===== config.mk =====
export PLATFORM = sky130hd
export DESIGN_NAME = disparity_hole_fill
export DESIGN_NICKNAME = d
export VERILOG_FILES = /design/src/rtl/disparity_hole_fill.sv
export SDC_FILE = /design/constraint.sdc
export NUM_CORES = 1
export LEC_CHECK = 0
export ABC_CLOCK_PERIOD_IN_PS = 3000
export CAP_MARGIN = 30
export CORE_UTILIZATION = 50
export DETAILED_ROUTE_END_ITERATION = 12
export HOLD_SLACK_MARGIN = 0.06
export PLACE_DENSITY_LB_ADDON = 0.08
export SKIP_CTS_REPAIR_TIMING = 1
export SLEW_MARGIN = 20
export SYNTH_ARGS = -nofsm -noshare
export SYNTH_HDL_FRONTEND = slang
export SYNTH_SLANG_ARGS = --single-unit

===== constraint.sdc =====
create_clock -name clk -period 3 [get_ports clk]
set_input_delay 0.45 -clock clk [delete_from_list [all_inputs] [get_ports clk]]
set_output_delay 0.45 -clock clk [all_outputs]
set_load 0.005 [all_outputs]

===== src/rtl/disparity_hole_fill.sv =====
// disparity_hole_fill: one streaming hole-filling pass over a disparity frame.
// Walks the frame via an external address calculator, reads each pixel from
// BRAM, and writes the filtered value to the output BRAM at the same address.
// Short runs of zero (invalid) disparities are replaced by the last valid
// value of the same line; longer runs keep their unfilled tail.
//
//   state | meaning
//   ------+------------------------------------------------------------
//   IDLE  | waiting for start; fill_count holds the last frame's result
//   RUN   | one read per cycle, addresses from the calculator
//   DRAIN | reads stopped, in-flight pixels are filtered and written
//   DONE  | one-cycle done pulse, then back to IDLE
module disparity_hole_fill #(
  parameter int WIDTH      = 120,
  parameter int HEIGHT     = 240,
  parameter int ADDR_W     = $clog2(WIDTH*HEIGHT),
  parameter int DISP_W     = 8,
  parameter int RD_LATENCY = 2,
  parameter int MAX_GAP    = 4
) (
  input  logic              clk,
  input  logic              reset_n,
  input  logic              start,
  input  logic              vertical_in,
  output logic              busy,
  output logic              done,
  output logic              addr_go,
  output logic              addr_vertical,
  input  logic [ADDR_W-1:0] addr_in,
  input  logic              line_first_in,
  input  logic              line_last_in,
  input  logic              frame_last_in,
  output logic              rd_en,
  output logic [ADDR_W-1:0] rd_addr,
  input  logic [DISP_W-1:0] rd_data,
  output logic              wr_en,
  output logic [ADDR_W-1:0] wr_addr,
  output logic [DISP_W-1:0] wr_data,
  output logic [ADDR_W:0]   fill_count
);

  localparam int         LAST    = RD_LATENCY - 1;
  localparam int         CNT_W   = $clog2(RD_LATENCY + 1) + 1;
  localparam logic [7:0] GAP_MAX = 8'(MAX_GAP);

  typedef enum logic [1:0] {S_IDLE, S_RUN, S_DRAIN, S_DONE} state_t;

  state_t                state_q, state_d;
  logic [CNT_W-1:0]      drain_cnt_q;
  logic                  vertical_q;
  logic [ADDR_W:0]       fill_count_q;

  logic [RD_LATENCY-1:0] vld_q, lf_q, ll_q;
  logic [ADDR_W-1:0]     pa_q [RD_LATENCY];

  logic                  have_valid_q, have_valid_d, hv_cur;
  logic [DISP_W-1:0]     last_val_q, last_val_d, pix_d;
  logic [7:0]            gap_q, gap_d, gap_cur;
  logic                  fill_inc;

  logic                  wr_en_q;
  logic [ADDR_W-1:0]     wr_addr_q;
  logic [DISP_W-1:0]     wr_data_q;

  // State register
  always_ff @(posedge clk or negedge reset_n) begin
    if (!reset_n) state_q <= S_IDLE;
    else          state_q <= state_d;
  end

  // Next-state logic; start outside IDLE is simply not looked at
  always_comb begin
    state_d = state_q;
    unique case (state_q)
      S_IDLE:  if (start)              state_d = S_RUN;
      S_RUN:   if (frame_last_in)      state_d = S_DRAIN;
      S_DRAIN: if (drain_cnt_q == '0)  state_d = S_DONE;
      S_DONE:                          state_d = S_IDLE;
      default:                         state_d = S_IDLE;
    endcase
  end

  // FSM outputs; the read address is a straight pass-through of the calculator
  always_comb begin
    busy    = (state_q == S_RUN) || (state_q == S_DRAIN);
    done    = (state_q == S_DONE);
    addr_go = (state_q == S_RUN);
    rd_en   = (state_q == S_RUN);
    rd_addr = addr_in;
  end

  // Frame control: direction latched at start, drain down-counter covers the read pipeline plus filter stage
  always_ff @(posedge clk or negedge reset_n) begin
    if (!reset_n) begin
      vertical_q  <= 1'b0;
      drain_cnt_q <= '0;
    end else begin
      if (state_q == S_IDLE && start)
        vertical_q <= vertical_in;
      if (state_q == S_RUN && frame_last_in)
        drain_cnt_q <= CNT_W'(RD_LATENCY);
      else if (state_q == S_DRAIN && drain_cnt_q != '0)
        drain_cnt_q <= drain_cnt_q - 1'b1;
    end
  end

  // Read delay line: valid, address and line flags travel with each read
  always_ff @(posedge clk or negedge reset_n) begin
    if (!reset_n) begin
      vld_q <= '0;
      lf_q  <= '0;
      ll_q  <= '0;
      for (int i = 0; i < RD_LATENCY; i++) pa_q[i] <= '0;
    end else begin
      vld_q[0] <= rd_en;
      lf_q[0]  <= line_first_in;
      ll_q[0]  <= line_last_in;
      pa_q[0]  <= addr_in;
      for (int i = 1; i < RD_LATENCY; i++) begin
        vld_q[i] <= vld_q[i-1];
        lf_q[i]  <= lf_q[i-1];
        ll_q[i]  <= ll_q[i-1];
        pa_q[i]  <= pa_q[i-1];
      end
    end
  end

  // Filter decision for the pixel returning from BRAM this cycle
  always_comb begin
    hv_cur       = have_valid_q & ~lf_q[LAST];
    gap_cur      = lf_q[LAST] ? 8'd0 : gap_q;
    pix_d        = '0;
    last_val_d   = last_val_q;
    have_valid_d = hv_cur;
    gap_d        = gap_cur;
    fill_inc     = 1'b0;
    if (rd_data != '0) begin
      pix_d        = rd_data;
      last_val_d   = rd_data;
      have_valid_d = 1'b1;
      gap_d        = 8'd0;
    end else if (hv_cur && gap_cur < GAP_MAX) begin
      pix_d    = last_val_q;
      gap_d    = gap_cur + 8'd1;
      fill_inc = 1'b1;
    end else begin
      gap_d = GAP_MAX;
    end
    // Closing the line here as well keeps fills from leaking even if a line_first flag is missed
    if (ll_q[LAST]) begin
      have_valid_d = 1'b0;
      gap_d        = 8'd0;
    end
  end

  // Filter state, write port and saturating fill counter
  always_ff @(posedge clk or negedge reset_n) begin
    if (!reset_n) begin
      have_valid_q <= 1'b0;
      last_val_q   <= '0;
      gap_q        <= '0;
      wr_en_q      <= 1'b0;
      wr_addr_q    <= '0;
      wr_data_q    <= '0;
      fill_count_q <= '0;
    end else begin
      wr_en_q <= vld_q[LAST];
      if (vld_q[LAST]) begin
        have_valid_q <= have_valid_d;
        last_val_q   <= last_val_d;
        gap_q        <= gap_d;
        wr_addr_q    <= pa_q[LAST];
        wr_data_q    <= pix_d;
      end
      if (state_q == S_IDLE && start)
        fill_count_q <= '0;
      else if (vld_q[LAST] && fill_inc && !(&fill_count_q))
        fill_count_q <= fill_count_q + 1'b1;
    end
  end

  assign addr_vertical = vertical_q;
  assign wr_en         = wr_en_q;
  assign wr_addr       = wr_addr_q;
  assign wr_data       = wr_data_q;
  assign fill_count    = fill_count_q;

endmodule


==> results.sh <==
export IMPL_outcome="completed"
export IMPL_critPathTopFamily="compound AO/OA/AOI/OAI gates"
export IMPL_cp_end_kind="flop"
export IMPL_dpl_hpwl_um=4807
export IMPL_required_ps=3260
export IMPL_cts_num_sinks=99
export IMPL_critPathLaunchType="flop"
export IMPL_ant_nets=0
export IMPL_wl_per_cell_um=14.64
export IMPL_grt_max_degree=51
export IMPL_crit_chain="ha_1, and3_1, and4_1, a2111oi_4, a31oi_1, a41o_1"
export IMPL_dieArea_um2=8226
export IMPL_fin_skew_ps=8.625
export IMPL_io_pins=90
export IMPL_cap_violations=0
export IMPL_hold_viol=0
export IMPL_synth_async_reset_ratio=1.000
export IMPL_viasPerCell=5.230
export IMPL_worstSetupPathType="reg -> reg"
export IMPL_drt_pass1_iterations=4
export IMPL_clock_fmax_ghz=0.4352
export IMPL_arrival_ps=2560
export IMPL_clockRootBuffer="clkbuf_8"
export IMPL_n_fill_cell=599
export IMPL_r2r_slack_ps=700
export IMPL_drtIter0Drc=84
export IMPL_ys_seq_elements=99
export IMPL_ys_flop_type="dfrtp_1"
export IMPL_clock_path_buffers=2
export IMPL_syn_area_per_cell_um2=12.94
export IMPL_insertion_delay_ps=360
export IMPL_port_buffers=89
export IMPL_die_y_um=90.70
export IMPL_synth_edf_count=0
export IMPL_grt_usage=0.1876
export IMPL_fin_ws_ps=702.1
export IMPL_postPlaceCellArea_um2=4817
export IMPL_fin_crit_sh=0.7660
export IMPL_gp_congestion=0.7756
export IMPL_synth_top_area_frac=0.6298
export IMPL_max_slew_margin_rel=0.5774
export IMPL_clk_pin_slew_ps=100
export IMPL_drc=0
export IMPL_grt_pass1_vias=2514
export IMPL_antenna_found_initial=0
export IMPL_nets=421
export IMPL_grt_pass1_wl_um=12160
export IMPL_syn_cell_area_um2=3934
export IMPL_fin_util=0.6732
export IMPL_setup_viol=0
export IMPL_netlist_instances=304
export IMPL_cts_tree="built"
export IMPL_cts_buffers=9
export IMPL_synthesis_nets=343
export IMPL_synth_area_leaders="dfrtp_1, mux2_2, buf_4, ha_1, nand2_1"
export IMPL_placementRows=31
export IMPL_peakVddDrop_v=0.0005567
export IMPL_start_util=0.5282
export IMPL_area_delta_synth_final_pct=27.45
export IMPL_reg2reg_to="fill_count[9]$_DFFE_PN0P_"
export IMPL_pre_cts_ws_ps=370.0
export IMPL_crit_slowest_cell="a2111oi_4"
export IMPL_worstSetupStartpoint="fill_count[0]$_DFFE_PN0P_"
export IMPL_via_count=2542
export IMPL_yosys_area_top_type="dfrtp_1"
export IMPL_critPathMaxStageDelay_ps=580
export IMPL_drt_wl_total_um=7114
export IMPL_n_antenna_cell=0
export IMPL_worstHoldPathType="in -> async"
export IMPL_yosysSeqAreaShare=0.6298
export IMPL_period_needed_ps=2298
export IMPL_grt_ovfl_total=0
export IMPL_r2r_start="fill_count[0]$_DFFE_PN0P_"
export IMPL_fin_area_um2=5014
export IMPL_r2r_cells=6
export IMPL_die_x_um=90.70
export IMPL_power_mw=3.809
export IMPL_path_max_fanout=9
export IMPL_p_leak_nw=2.215
export IMPL_core_um2=7447
export IMPL_drive_above_1_share=0.1137
export IMPL_rsz0062_at_grt="false"
export IMPL_worst_path_buf_inv=0
export IMPL_power_density_nw_per_um2=759.8
export IMPL_yosysWarningCount=0
export IMPL_h_tree_depth=3
export IMPL_slew_viol_final=0
export IMPL_worst_pin_slew_ps=633.9
export IMPL_finalSetupTns_ps=0
export IMPL_synth_cell_types=40
[area by class of cell]
| class | instances | area (µm²) | area share |
|---|---|---|---|
| Sequential cell | 99 | 2479 | 0.4944 |
| Multi-Input combinational cell | 169 | 1250 | 0.2493 |
| Tap cell | 99 | 123.9 | 0.02471 |
| Clock inverter | 7 | 72.57 | 0.01447 |
| Timing Repair Buffer | 92 | 923.4 | 0.1842 |
| Clock buffer | 9 | 123.9 | 0.02471 |
| Inverter | 11 | 41.29 | 0.008236 |
[kinds of logic after synthesis]
group	synth area share
flops	0.6298
xor+xnor	0.01336
buf+inv	0.05248
fa+ha+maj	0.02863
compound gates	0.1056
simple gates	0.1247
mux	0.04548
[Yosys cell counts, types with 7 or more instances]
cell type,n
a221o_1,7
a22o_1,7
buf_4,17
clkbuf_1,7
dfrtp_1,99
ha_1,9
inv_1,11
mux2_2,15
nand2_1,26
nor2_1,17
nor2b_1,14
[worst register-to-register path: cells and delay by family, from the launching register on]
kind	cells	cell delay [ps]
simple gates	2	450
flops	1	470
fa+ha+maj	1	300
compound gates	3	960
[state kept, by name, indices dropped and copies added, names as in the netlist]
register,cells
state_q,2
vld_q,2
fill_count,16
wr_en,1
gap_q,8
wr_addr,15
ll_q,2
drain_cnt_q,3
addr_vertical,1
last_val_q,8
lf_q,2
pa_q,30
wr_data,8
have_valid_q,1
[cell usage in the layout, fill, tap and decap left out, types with 2 or more instances in the layout]
master and count:
dfrtp_1 98, clkdlybuf4s50_1 88, nand2_1 26, nor2_1 17
mux2_2 15, nor2b_1 14, inv_1 11, ha_1 9
clkbuf_8 9, a221o_1 7, a22o_1 7, xnor2_1 6
a21oi_1 6, and3_1 6, nand3_1 6, o21ai_0 5
a31oi_1 5, a41o_1 5, and2_1 4, a21o_1 3
nand2b_1 3, clkinv_4 3, buf_4 3, nor4b_1 2
nor4_4 2, and4_1 2, nand4_1 2, a31o_2 2
a2111oi_0 2, o41ai_1 2, inv_8 2
[layer usage]
layer  track usage  share of wire  up-vias  wire, µm
met5             0              0        -         0
met4       0.06855          0.012        0        82
met3       0.05051          0.055        9       389
met1        0.2486           0.46     1256      3241
li1              -              -     1211         -
met2        0.2967           0.48       66      3400
[metrics by stage]
stage / cells / hold WS (ps)
3_3_place_gp: 470 / 331.1
4_1_cts: 486 / 117.2
3_5_place_dp: 470 / 334.7
5_1_grt: 486 / 135.2
2_1_floorplan: 304 / 154.4
6_report: 486 / 86.17
[power breakdown]
| part | switching (mW) | total [mW] | internal (mW) |
|---|---|---|---|
| registers | 0.175 | 1.81 | 1.63 |
| logic | 0.474 | 1.19 | 0.716 |
| clock network | 0.489 | 0.813 | 0.324 |
| total | 1.14 | 3.81 | 2.67 |
[worst max-delay path by stage]
stage                                 endpoint  slack (ps)  cells after the start
global placement    fill_count[13]$_DFFE_PN0P_         410                      6
global route        fill_count[15]$_DFFE_PN0P_         570                      6
floorplan           fill_count[13]$_DFFE_PN0P_         910                      7
detailed placement  fill_count[15]$_DFFE_PN0P_         370                      6
finish               fill_count[9]$_DFFE_PN0P_         700                      6
CTS                 fill_count[15]$_DFFE_PN0P_         690                      6
No activity file was read; power rests on OpenSTA's default activity.
